<file path="src/rtl/ram_stream_reader_pkg.sv">
// Shared types and helpers for the RAM stream reader.
package ram_stream_reader_pkg;

    typedef enum logic [1:0] {
        StIdle,
        StRead,
        StDrain
    } state_e;

    // Bits needed to index `value` distinct items (0 for value <= 1).
    function automatic int unsigned clog2(input int unsigned value);
        int unsigned result;
        result = 0;
        for (int unsigned i = 0; i < 32; i++) begin
            if ((32'd1 << i) < value) begin
                result = i + 1;
            end
        end
        return result;
    endfunction

endpackage

</file>
<file path="src/rtl/ram_stream_reader_fifo.sv">
// Small synchronous FIFO with flop storage; head word is read straight from the register array.
module stream_fifo
    import ram_stream_reader_pkg::*;
#(
    parameter int unsigned DATA_WIDTH = 10,
    parameter int unsigned DEPTH      = 4,
    parameter int unsigned CountWidth = clog2(DEPTH + 1)
) (
    input  logic                  clk,
    input  logic                  reset_n,
    input  logic                  push,
    input  logic [DATA_WIDTH-1:0] data_in,
    input  logic                  pop,
    output logic                  valid,
    output logic [DATA_WIDTH-1:0] data_out,
    output logic [CountWidth-1:0] count
);

    localparam int unsigned PtrWidth = clog2(DEPTH);

    logic [DATA_WIDTH-1:0] mem_q [DEPTH];
    logic [PtrWidth-1:0]   wr_ptr_q;
    logic [PtrWidth-1:0]   rd_ptr_q;
    logic [CountWidth-1:0] count_q;

    always_ff @(posedge clk or negedge reset_n) begin
        if (!reset_n) begin
            for (int unsigned i = 0; i < DEPTH; i++) begin
                mem_q[i] <= '0;
            end
            wr_ptr_q <= '0;
            rd_ptr_q <= '0;
            count_q  <= '0;
        end else begin
            if (push) begin
                mem_q[wr_ptr_q] <= data_in;
                wr_ptr_q        <= wr_ptr_q + 1'b1;
            end
            if (pop) begin
                rd_ptr_q <= rd_ptr_q + 1'b1;
            end
            case ({push, pop})
                2'b10:   count_q <= count_q + 1'b1;
                2'b01:   count_q <= count_q - 1'b1;
                default: count_q <= count_q;
            endcase
        end
    end

    assign valid    = (count_q != '0);
    assign data_out = mem_q[rd_ptr_q];
    assign count    = count_q;

    // The reader's credit check guarantees a full FIFO is never pushed without a pop.
    no_overflow: assert property (@(posedge clk) disable iff (!reset_n)
        !(push && !pop && (count_q == CountWidth'(DEPTH))));

endmodule

</file>
<file path="src/rtl/ram_stream_reader.sv">
// Burst reader: issues credit-limited RAM read strobes, tracks read latency, streams words out.
module ram_stream_reader
    import ram_stream_reader_pkg::*;
#(
    parameter int unsigned DATA_WIDTH = 10,
    parameter int unsigned LEN_WIDTH  = 12,
    parameter int unsigned RD_LATENCY = 1,
    parameter int unsigned FIFO_DEPTH = 4
) (
    input  logic                  clk,
    input  logic                  reset_n,
    input  logic                  start,
    input  logic [LEN_WIDTH-1:0]  start_len,
    output logic                  busy,
    output logic                  done,
    output logic                  ram_rd_req,
    input  logic [DATA_WIDTH-1:0] ram_rd_data,
    output logic                  out_valid,
    output logic [DATA_WIDTH-1:0] out_data,
    input  logic                  out_ready
);

    localparam int unsigned CountWidth    = clog2(FIFO_DEPTH + 1);
    localparam int unsigned InflightWidth = clog2(RD_LATENCY + 1);
    localparam int unsigned SumWidth      = clog2(FIFO_DEPTH + RD_LATENCY + 1);

    state_e                   state_q;
    logic [LEN_WIDTH-1:0]     remaining_q;
    logic [RD_LATENCY-1:0]    inflight_q;
    logic [InflightWidth-1:0] inflight_cnt;
    logic [CountWidth-1:0]    fifo_count;
    logic [SumWidth-1:0]      occupancy;
    logic                     push;
    logic                     pop;
    logic                     last_pop;

    always_comb begin
        inflight_cnt = '0;
        for (int unsigned i = 0; i < RD_LATENCY; i++) begin
            inflight_cnt = inflight_cnt + InflightWidth'(inflight_q[i]);
        end
    end

    // Pre-pop occupancy: words queued plus reads still travelling through the RAM.
    assign occupancy  = SumWidth'(fifo_count) + SumWidth'(inflight_cnt);
    assign ram_rd_req = (state_q == StRead) && (remaining_q != '0) &&
                        (occupancy < SumWidth'(FIFO_DEPTH));
    assign push       = inflight_q[RD_LATENCY-1];
    assign pop        = out_valid && out_ready;
    assign last_pop   = (state_q == StDrain) && pop && (fifo_count == CountWidth'(1)) &&
                        (inflight_cnt == '0);

    always_ff @(posedge clk or negedge reset_n) begin
        if (!reset_n) begin
            state_q     <= StIdle;
            remaining_q <= '0;
            inflight_q  <= '0;
            busy        <= 1'b0;
            done        <= 1'b0;
        end else begin
            done       <= 1'b0;
            inflight_q <= (inflight_q << 1) | RD_LATENCY'(ram_rd_req);
            case (state_q)
                StIdle: begin
                    if (start) begin
                        if (start_len != '0) begin
                            remaining_q <= start_len;
                            state_q     <= StRead;
                            busy        <= 1'b1;
                        end else begin
                            done <= 1'b1;
                        end
                    end
                end
                StRead: begin
                    if (ram_rd_req) begin
                        remaining_q <= remaining_q - 1'b1;
                        if (remaining_q == LEN_WIDTH'(1)) begin
                            state_q <= StDrain;
                        end
                    end
                end
                StDrain: begin
                    if (last_pop) begin
                        state_q <= StIdle;
                        busy    <= 1'b0;
                        done    <= 1'b1;
                    end
                end
                default: state_q <= StIdle;
            endcase
        end
    end

    stream_fifo #(
        .DATA_WIDTH (DATA_WIDTH),
        .DEPTH      (FIFO_DEPTH),
        .CountWidth (CountWidth)
    ) u_fifo (
        .clk      (clk),
        .reset_n  (reset_n),
        .push     (push),
        .data_in  (ram_rd_data),
        .pop      (pop),
        .valid    (out_valid),
        .data_out (out_data),
        .count    (fifo_count)
    );

endmodule

</file>
<file path="config.mk">
export PLATFORM = sky130hd
export DESIGN_NAME = ram_stream_reader
export DESIGN_NICKNAME = d
export VERILOG_FILES = /design/src/rtl/ram_stream_reader_pkg.sv /design/src/rtl/ram_stream_reader_fifo.sv /design/src/rtl/ram_stream_reader.sv
export SDC_FILE = /design/constraint.sdc
export NUM_CORES = 1
export LEC_CHECK = 0
export CAP_MARGIN = 20
export CORE_MARGIN = 10
export CORE_UTILIZATION = 35
export DETAILED_ROUTE_END_ITERATION = 8
export PLACE_DENSITY = 0.59
export SKIP_CTS_REPAIR_TIMING = 1
export SLEW_MARGIN = 0
export SYNTH_ARGS = -nofsm -noshare
export SYNTH_HDL_FRONTEND = slang
export SYNTH_SLANG_ARGS = --single-unit
</file>
<file path="constraint.sdc">
create_clock -name clk -period 4.47 [get_ports clk]
set_input_delay 0.6705 -clock clk [delete_from_list [all_inputs] [get_ports clk]]
set_output_delay 0.6705 -clock clk [all_outputs]
set_load 0.03 [all_outputs]
</file>
* After elaboration in Yosys (flattened, before gate mapping)
Index checks and enable logic that the tools add are counted.
Operators by class: reduce and logical (&&, ||, !) cells 17, eq/ne operators 11, bitwise operators 3, add/sub/neg operators 6, order comparisons 4, muxes and demuxes 25
Operator list (number):
- $bwmux 40 | 1
- $mux 12 | 3
- $mux 10 | 3
- $pmux 12 s2 | 1
- $reduce_bool 12->1 | 2
- $bmux 10 s2 | 1
- $demux 10 s2 | 1
- $eq 12x1->1 const B | 1
- $sub 12x1->12 const B | 1
- $mux 2 | 5
- $ne 2x2->1 const B | 4
- $reduce_and 4->1 | 2
- $logic_and 1x1->1 | 7
- $ge 3x3->1 const B | 2
- $mux 1 | 6
- $not 2->3 | 2
- $pmux 2 s3 | 1
- $pmux 3 s2 | 1
- $reduce_bool 2->1 | 3
- $reduce_and 5->1 | 1
- $add 2x1->2 const B | 2
- $eq 2x1->1 const B | 2
- $eq 2x2->1 const B | 2
- $pmux 1 s2 | 2
- other kinds (10) | 10
Word-level totals: input bits 26, word-level logic and storage cells 78, output and inout port bits 14, register bits after elaboration 64

* Longest topological paths before layout
Gate-level depths: netlist of run 1.
depth after elaboration 7, gate-level depth with buffers 9, mapped depth without buffers 8

* Cells and area by module
From an unflattened synthesis of run 1, not the netlist that was laid out.
Unflattened totals: cells, all modules 269, area total of the unflattened synthesis 3281.9 µm²
Modules (own cells, without submodules):
- stream_fifo | times used 1, area an instance 2097.0 µm², cells an instance 129, seq. area each 1176.1 µm²
- ram_stream_reader | times used 1, area an instance 1184.9 µm², cells an instance 140, seq. area each 425.4 µm²

* Worst setup path after synthesis of run 1
Ideal clock, no wire load.
path kind register to output, from register u_fifo.rd_ptr_q[0], to output port out_data[1], buffers on the path 1, data arrival time 1.309 ns, required time 3.799 ns, cell stages (with the launch flop) 3, slack 2.491 ns, cell sequence dfrtp_1 > buf_2 > mux4_2
Between the ends: longest elaborated chain between the ends 4
RTL lines:
- start, declared | RTL line ram_stream_reader_fifo.sv:23 | logic [PtrWidth-1:0] rd_ptr_q;
- start signal, assigned | RTL line ram_stream_reader_fifo.sv:40 | rd_ptr_q <= rd_ptr_q + 1'b1;
- $not 2->3 (implied by the code) | RTL line ram_stream_reader_fifo.sv:51 | assign data_out = mem_q[rd_ptr_q];
- $bmux 10 s2 | RTL line ram_stream_reader_fifo.sv:51
- $mux 10 (implied by the code) (2 in a row) | RTL line ram_stream_reader_fifo.sv:51
- end, declared | RTL line ram_stream_reader.sv:19 | output logic [DATA_WIDTH-1:0] out_data,
Every way passes these cells. The select of a mux whose other input is x is not followed.

* Worst setup path after layout of run 1
from register state_q[1], to output port ram_rd_req
Between the ends: longest elaborated chain between the ends 3
RTL lines:
- start, declared | RTL line ram_stream_reader.sv:27 | state_e state_q;
- start signal, assigned | RTL line ram_stream_reader.sv:55 | state_q <= StIdle;
- start signal, assigned | RTL line ram_stream_reader.sv:68 | state_q <= StRead;
- start signal, assigned | RTL line ram_stream_reader.sv:79 | state_q <= StDrain;
- $eq 2x1->1 | RTL line ram_stream_reader.sv:46 | assign ram_rd_req = (state_q == StRead) && (remaining_q != '0) &&
- $logic_and 1x1->1 (2 in a row) | RTL line ram_stream_reader.sv:46
- end, declared | RTL line ram_stream_reader.sv:16 | output logic ram_rd_req,
Every way passes these cells.

==> results of run 1 <==
registers in the layout (all words and copies together), names as in the netlist:
signal / cells
u_fifo.mem_q: 40
remaining_q: 12
u_fifo.count: 3
state_q: 2
u_fifo.rd_ptr_q: 2
u_fifo.wr_ptr_q: 2
busy: 1
done: 1
inflight_q: 1
cell usage after synthesis (3+ instances only):
cell       n  share of area [%]
a21oi_1   12                1.9
a31oi_1    4               0.79
buf_2      4               0.63
clkbuf_1   4               0.47
dfrtp_1   64                 50
ha_1      12                4.7
inv_1      9                1.1
mux2_2    40                 14
mux4_2    10                7.1
nand2_1   10                1.2
nand3_1    4               0.63
nand4_1    3               0.59
nor2_1    14                1.7
nor3_1     4               0.63
nor4_1     5               0.98
o21ai_0   12                1.9
o22a_1     8                2.2
xnor2_1    3               0.83
xor2_1     3               0.83
area by class of cell:
cell class | instances | area (um2) | area share, %
flip-flops and latches | 64 | 1600 | 41.5
multi-input cells | 168 | 1490 | 38.6
repair buffers | 40 | 393 | 10.2
clock buffers | 10 | 138 | 3.57
well taps | 108 | 135 | 3.50
clock inverters | 6 | 68.8 | 1.78
inverters | 9 | 33.8 | 0.875
power by group through the flow:
stage | Combinational (mW) | Sequential [mW] | Clock, mW
5_1_grt | 1.51 | 1.17 | 0.547
6_report | 1.40 | 1.12 | 0.503
3_3_place_gp | 1.39 | 1.13 | 0
2_1_floorplan | 1.09 | 1.03 | 0
3_5_place_dp | 1.41 | 1.14 | 0
4_1_cts | 1.42 | 1.13 | 0.522
worst min path at each step:
stage	cells after the start	slack, ns	endpoint
floorplan	0	0.37	busy
global placement	1	0.48	u_fifo.mem_q[26]
detailed placement	1	0.49	u_fifo.mem_q[14]
CTS	1	0.42	u_fifo.mem_q[30]
global route	1	0.42	u_fifo.mem_q[30]
finish	1	0.40	u_fifo.mem_q[10]
per-layer routing:
layer	wire length (um)	vias up	share of wire, %	GRT usage, %
li1	-	1012	-	-
met1	3070	1040	46	11.8
met2	3110	54	46	16.7
met3	465	6	6.9	4.84
met4	52	0	0.78	2.72
met5	0	-	0	0
cell families (layout without fill, tap and decap cells):
| group | after synthesis | after routing | synth area share (%) |
|---|---|---|---|
| flops | 64 | 64 | 50.4 |
| mux | 52 | 52 | 21.9 |
| simple gates | 52 | 52 | 9.25 |
| compound gates | 46 | 46 | 9.33 |
| buf+inv | 19 | 65 | 2.76 |
| fa+ha+maj | 12 | 12 | 4.72 |
| xor+xnor | 6 | 6 | 1.65 |
critical path, stage by stage, from the launching register on:
cell and delay (ns):
dfrtp_1 0.40, nand2b_1 0.52, a21oi_1 0.41, and2_1 0.31, clkdlybuf4s50_1 0.72
==> out/metrics.csv, run 1 <==
stage,metric,value,unit
run_status,status,"complete, no violations",
worst_setup_path,r2r_slack,2.17,ns
placed_design,place_ws,1.50,ns
yosys,syn_area_per_cell,12.7,um2
clock_tree,insertion_delay,0.34,ns
finish,final_nets,330,
worst_setup_path,rr_endpoint,remaining_q[8],
floorplan,pin_count,40,
placed_design,place_congestion,0.792,
yosys,yosys_warnings,0,
floorplan,initial_core_util,36.3,%
finish,layout_common_cells,"dfrtp_1, mux2_2, clkdlybuf4s50_1",
clock_tree,cts_tree,built,
floorplan,die_w,115,um
power_and_ir_drop,sequentialPowerShare,37.2,%
clock_tree,cts_buffers,9,
drt,antenna_left,0,
timing,fin_hold_ws,0.396,ns
power_and_ir_drop,switchingPower,1.16,mW
worst_setup_path,cp.required,3.80,ns
timing,period_share,75.2,%
global_route,gr-usage-all-layers,10.2,%
floorplan,die_area,13300,um2
power_and_ir_drop,peakVddDrop,0.000293,V
power_and_ir_drop,switching_share,38.2,%
worst_setup_path,cp_max_fo,22,
global_route,grt_pass1_wl,10700,um
clock_tree,cts.sinks,64,
drt,num_vias,2112,
drt,routed_wl,6700,um
floorplan,die_h,115,um
timing,fin_ws,1.11,ns
finish,layout_commonest_cell,dfrtp_1,
finish,finalInstanceArea,3860,um2
floorplan,core,8760,um2
global_route,antenna_found_initial,0,
placed_design,portBuffers,39,
drt,first_pass_iters,4,
clock_tree,cts_root_buf,clkbuf_8,
placed_design,dp.cells,389,
power_and_ir_drop,power.total,3.02,mW
placed_design,placedInstanceArea,3650,um2
timing,rsz0062_at_grt,no,
timing,tightest_slew,1.06,ns
finish,final_util,44.0,%
worst_hold_path,min_path_type,input port to async pin,
finish,synthToLayoutAreaGrowth,21.4,%
timing,finalSetupViolCount,0,
yosys,synth_async_sr_flop_share,100,%
clock_tree,clk_pin_slew,0.08,ns
floorplan,fp-row-count,34,
worst_setup_path,crit_path_end_kind,primary output,
worst_setup_path,r2r_start,state_q[1],
drt,remaining_drc_errors,0,
timing,setup_tns,0,ns
power_and_ir_drop,internal_power,1.87,mW
yosys,netlist_area,3180,um2
power_and_ir_drop,powerDensity,783,nW/um2
timing,clock_skew,0.00938,ns
finish,fill_cells,840,
yosys,synth_edf_count,0,
power_and_ir_drop,p_leak,1.60,nW
timing,maxSlewHeadroom,29.5,%
drt,vias_per_cell,5.21,
yosys,synth.distinct_cells,39,
worst_setup_path,arrival,2.69,ns
timing,finalHoldViolCount,0,
finish,stdcell_count,405,
global_route,grt_pass1_vias,2220,
worst_setup_path,endpoint,ram_rd_req,
worst_setup_path,start_kind,flop,
yosys,synth_top_flop_cell,dfrtp_1,
drt,drt_iter0_markers,56,
run,maxCapViolCount,0,
timing,period_minus_slack,3.36,ns
power_and_ir_drop,power_frac_comb,46.2,%
placed_design,dp_hpwl,4840,um
worst_setup_path,cp-startpoint,state_q[1],
timing,timing.fmax,297,MHz
power_and_ir_drop,p_clk_share,16.7,%
worst_setup_path,rr_worst_depth,5,
global_route,overflow,0,
clock_tree,cts_buffer_depth,2,
worst_setup_path,critical_path_class,flop to primary output,
yosys,synth_cells,251,
yosys,synth_nets,289,
drt,wl_per_cell,16.6,um
global_route,grt_max_degree,34,
clock_tree,htreeDepth,3,
finish,layout-drive-gt1-share,24.9,%
timing,maxSlewViolCount,0,
finish,diodes,0,
yosys,seq_area_frac_synth,50.4,%
yosys,ys_ff_latch,64,
(Power assumes the default switching activity.)
==> run 2, diff against run 1 <==
- PLACE_DENSITY: 0.59 -> 0.61
- clock period: 4.47 -> 2.9 ns (I/O delays scaled with it)
==> run 2 against run 1 <==
Wire length decreased by 0.10%; critical path type unchanged; sequential power rose by 52%; first-iteration DRC count up 77%; setup slack got worse by 0.71 ns; non-clock buffer count increased by 6; flip-flop and latch count unchanged; combinational power increased by 61%; clock power increased by 89%; die area is the same; sequential share of layout area fell by 0.99 points; count of clock-buffer cells in the layout stayed put.
==> out/metrics.csv, run 2 (synthesis gave the netlist of run 1 again) <==
stage,metric,value,unit
clock_tree,cts_tree,built,
drt,routed_wl,6700,um
worst_setup_path,cp.required,2.47,ns
placed_design,placedInstanceArea,3700,um2
floorplan,core,8760,um2
finish,largest_register,u_fifo.mem_q,
drt,num_vias,2143,
run,maxCapViolCount,0,
clock_tree,insertion_delay,0.34,ns
clock_tree,htreeDepth,3,
worst_setup_path,crit_path_end_kind,primary output,
floorplan,fp-row-count,34,
worst_setup_path,r2r_slack,0.87,ns
floorplan,die_area,13300,um2
global_route,grt_max_degree,30,
floorplan,die_h,115,um
power_and_ir_drop,p_clk_share,19.4,%
power_and_ir_drop,power_frac_comb,45.9,%
power_and_ir_drop,powerDensity,1240,nW/um2
placed_design,place_congestion,0.836,
placed_design,dp_hpwl,4940,um
power_and_ir_drop,peakVddDrop,0.000437,V
placed_design,dp.cells,395,
worst_setup_path,cp_max_fo,11,
worst_setup_path,arrival,2.07,ns
clock_tree,cts_buffer_depth,2,
drt,dr.max_layer_used,met4,
power_and_ir_drop,sequentialPowerShare,34.7,%
finish,diodes,0,
floorplan,pin_count,40,
finish,layout_commonest_cell,dfrtp_1,
power_and_ir_drop,switching_share,36.8,%
timing,rsz0062_at_grt,no,
finish,layout_common_cells,"dfrtp_1, mux2_2, clkdlybuf4s50_1",
power_and_ir_drop,power.total,4.90,mW
finish,layout-drive-gt1-share,26.4,%
finish,largest_register_ffs,40,
timing,period_share,86.4,%
finish,final_nets,336,
timing,maxSlewHeadroom,40.1,%
global_route,overflow,0,
power_and_ir_drop,p_leak,1.66,nW
drt,wl_per_cell,16.3,um
drt,wl_met3,496,um
finish,synthToLayoutAreaGrowth,24.4,%
drt,drt_iter0_markers,99,
timing,tightest_slew,0.896,ns
global_route,antenna_found_initial,0,
drt,dr_wl_met2,3160,um
timing,period_minus_slack,2.51,ns
drt,remaining_drc_errors,0,
floorplan,die_w,115,um
clock_tree,clk_pin_slew,0.08,ns
placed_design,portBuffers,39,
drt,first_pass_iters,4,
worst_setup_path,start_kind,flop,
floorplan,initial_core_util,36.3,%
global_route,grt_pass1_vias,2135,
worst_setup_path,critical_path_class,flop to primary output,
global_route,gr-usage-all-layers,10.4,%
run_status,status,"complete, no violations",
timing,timing.fmax,399,MHz
finish,stdcell_count,411,
power_and_ir_drop,internal_power,3.10,mW
drt,vias_per_cell,5.21,
finish,finalInstanceArea,3950,um2
timing,clock_skew,0.0112,ns
timing,maxSlewViolCount,0,
timing,finalSetupViolCount,0,
power_and_ir_drop,switchingPower,1.80,mW
clock_tree,cts.sinks,64,
worst_hold_path,min_path_type,input port to async pin,
timing,finalHoldViolCount,0,
global_route,grt_pass1_wl,11000,um
drt,antenna_left,0,
clock_tree,cts_buffers,9,
timing,setup_tns,0,ns
drt,wl_met1,2970,um
clock_tree,cts_root_buf,clkbuf_8,
-- run 2: cell type report --
| type | count | area [um2] |
|---|---|---|
| clock inverter | 6 | 115 |
| multi-input combinational | 168 | 1490 |
| timing repair buffer | 46 | 440 |
| sequential | 64 | 1600 |
| clock buffer | 10 | 138 |
| fill | 806 | 4810 |
| inverter | 9 | 33.8 |
| tap | 108 | 135 |
-- run 2: routing by layer --
layer | global-route usage, % | vias to the layer above
li1 | - | 1021
met4 | 2.72 | 0
met2 | 16.0 | 67
met1 | 13.1 | 1048
met3 | 4.53 | 7
met5 | 0 | -
-- run 2: power by group through the flow --
stage | registers, mW | logic [mW] | clock network (mW)
detailed placement | 1.72 | 2.28 | 0
floorplan | 1.59 | 1.68 | 0
finish | 1.70 | 2.25 | 0.951
CTS | 1.70 | 2.29 | 0.978
global route | 1.76 | 2.45 | 1.02
global placement | 1.70 | 2.25 | 0
-- run 2: per-stage QoR --
stage          util (%)  hold WS (ns)  setup slack, ns
3_5_place_dp       42.2         0.493            0.293
2_1_floorplan         -         0.139            0.947
5_1_grt            45.1         0.166            0.284
6_report           45.1         0.114            0.394
3_3_place_gp       42.2         0.484            0.418
4_1_cts            45.1         0.137           0.0687
-- run 2: worst paths after layout --
check,from,endpoint,cells after the start
min in group clk,u_fifo.mem_q[23],u_fifo.mem_q[23],1
worst min register to register,u_fifo.mem_q[23],u_fifo.mem_q[23],1
worst max register to register,remaining_q[9],remaining_q[4],6
worst min-delay path,reset_n,u_fifo.mem_q[30],1
max in group asynchronous,reset_n,u_fifo.mem_q[19],2
worst max-delay path,u_fifo.rd_ptr_q[1],out_data[5],2
-- run 2: worst max-delay path, cell delays in order (launching register included) --
cell and delay (ns):
dfrtp_1 0.69, mux4_2 0.42, clkdlybuf4s50_1 0.62
==> run 3, diff against run 2 <==
- GPL_ROUTABILITY_DRIVEN: not set -> 0
- PLACE_DENSITY: 0.61 -> 0.67
- SLEW_MARGIN: 0 -> 10
==> run 3 against run 2 <==
Clock power fell by 26%; global-route usage up 0.45 points; die area unchanged; total power down 5.3%; register-to-register slack improved by 0.15 ns; utilization is 0.70 points lower; clock skew barely moved; setup slack worse by 0.069 ns; non-clock buffer count grew 1; count of clock-buffer cells in the layout is the same; hold slack improved by 0.37 ns; largest cell class unchanged; largest power group unchanged.
==> out/metrics.csv, run 3 (synthesis gave the netlist of run 1 again) <==
stage,metric,value,unit
floorplan,fp-row-count,34,
floorplan,pin_count,40,
finish,diodes,0,
global_route,gr-usage-all-layers,10.8,%
power_and_ir_drop,peakVddDrop,0.000395,V
finish,layout_common_cells,"dfrtp_1, mux2_2, clkdlybuf4s50_1",
floorplan,die_area,13300,um2
worst_hold_path,min_path_type,input port to async pin,
timing,tightest_slew,0.961,ns
power_and_ir_drop,powerDensity,1190,nW/um2
drt,antenna_left,0,
drt,drt_iter0_markers,67,
finish,largest_register,u_fifo.mem_q,
worst_setup_path,rr_endpoint,remaining_q[4],
worst_setup_path,start_kind,flop,
clock_tree,cts_root_buf,clkbuf_8,
run,maxCapViolCount,0,
drt,routed_wl,6710,um
global_route,overflow,0,
worst_setup_path,arrival,2.14,ns
timing,maxSlewViolCount,0,
floorplan,die_h,115,um
timing,clock_skew,0.0110,ns
global_route,grt_pass1_wl,11500,um
clock_tree,htreeDepth,3,
finish,multi_input_area,1490,um2
finish,final_nets,337,
finish,layout_commonest_cell,dfrtp_1,
finish,final_util,44.4,%
drt,num_vias,2160,
global_route,grt_max_degree,29,
timing,period_share,88.8,%
drt,wl_per_cell,16.3,um
timing,timing.fmax,388,MHz
floorplan,die_w,115,um
drt,remaining_drc_errors,0,
floorplan,initial_core_util,36.3,%
worst_setup_path,cp.required,2.47,ns
placed_design,portBuffers,39,
worst_setup_path,crit_path_end_kind,primary output,
run_status,status,"complete, no violations",
clock_tree,insertion_delay,0.34,ns
power_and_ir_drop,p_leak,1.63,nW
finish,seqCellArea,1600,um2
timing,maxSlewHeadroom,35.8,%
floorplan,core,8760,um2
timing,finalSetupViolCount,0,
timing,setup_tns,0,ns
clock_tree,cts_tree,built,
clock_tree,cts_buffer_depth,2,
clock_tree,clk_pin_slew,0.08,ns
worst_setup_path,critical_path_class,flop to primary output,
global_route,antenna_found_initial,0,
worst_setup_path,r2r_start,remaining_q[9],
drt,first_pass_iters,4,
drt,vias_per_cell,5.24,
finish,largest_register_ffs,40,
placed_design,dp_hpwl,4840,um
worst_setup_path,r2r_slack,1.02,ns
worst_setup_path,rr_worst_depth,6,
timing,period_minus_slack,2.57,ns
finish,synthToLayoutAreaGrowth,22.4,%
clock_tree,cts_buffers,9,
worst_setup_path,cp-startpoint,u_fifo.rd_ptr_q[0],
worst_setup_path,cp_max_fo,10,
timing,finalHoldViolCount,0,
finish,fill_cells,801,
clock_tree,cts.sinks,64,
timing,rsz0062_at_grt,no,
global_route,grt_pass1_vias,2363,
finish,layout-drive-gt1-share,26.3,%
run 3: worst max-delay path by stage:
stage	endpoint	slack, ns	cells past startpoint
global placement	remaining_q[4]	0.48	7
global route	out_data[7]	0.18	3
floorplan	u_fifo.count[2]	0.95	9
CTS	ram_rd_req	0.08	4
finish	out_data[7]	0.33	3
detailed placement	remaining_q[4]	0.45	7
run 3: cell type report:
cell class | count | share of cell area (%)
Timing Repair Buffer | 47 | 11.6
Multi-Input combinational cell | 168 | 38.3
Clock buffer | 10 | 3.54
Inverter | 9 | 0.868
Tap cell | 108 | 3.47
Clock inverter | 6 | 1.13
Sequential cell | 64 | 41.2
run 3: worst max-delay path: stages, from the launching register on:
cell and delay (ns):
dfrtp_1 0.38, buf_4 0.26, mux4_2 0.55, clkdlybuf4s50_1 0.61
run 3: per-layer routing:
layer	vias to the layer above	GRT usage [%]	wire [um]
li1	1025	-	-
met1	1071	12.3	2920
met2	55	18.1	3270
met3	9	4.53	456
met4	0	3.47	65
met5	-	0	0
run 3: metrics by stage:
stage               hold slack, ns  instances  power [mW]  instance area [um2]  setup slack [ns]
floorplan                    0.139        251        3.28                 3180             0.947
global placement             0.328        395        3.90                 3700             0.475
detailed placement           0.333        395        3.99                 3700             0.449
finish                       0.488        412        4.64                 3890             0.326
global route                 0.513        412        4.99                 3890             0.185
CTS                        -0.0548        411        4.71                 3880            0.0774
run 3: power breakdown:
group | leakage, nW | switching, mW | total, mW | internal (mW)
clock network | 0.0926 | 0.368 | 0.704 | 0.336
registers | 0.750 | 0.354 | 1.69 | 1.34
logic | 0.790 | 1.09 | 2.24 | 1.15
total | 1.63 | 1.81 | 4.64 | 2.83
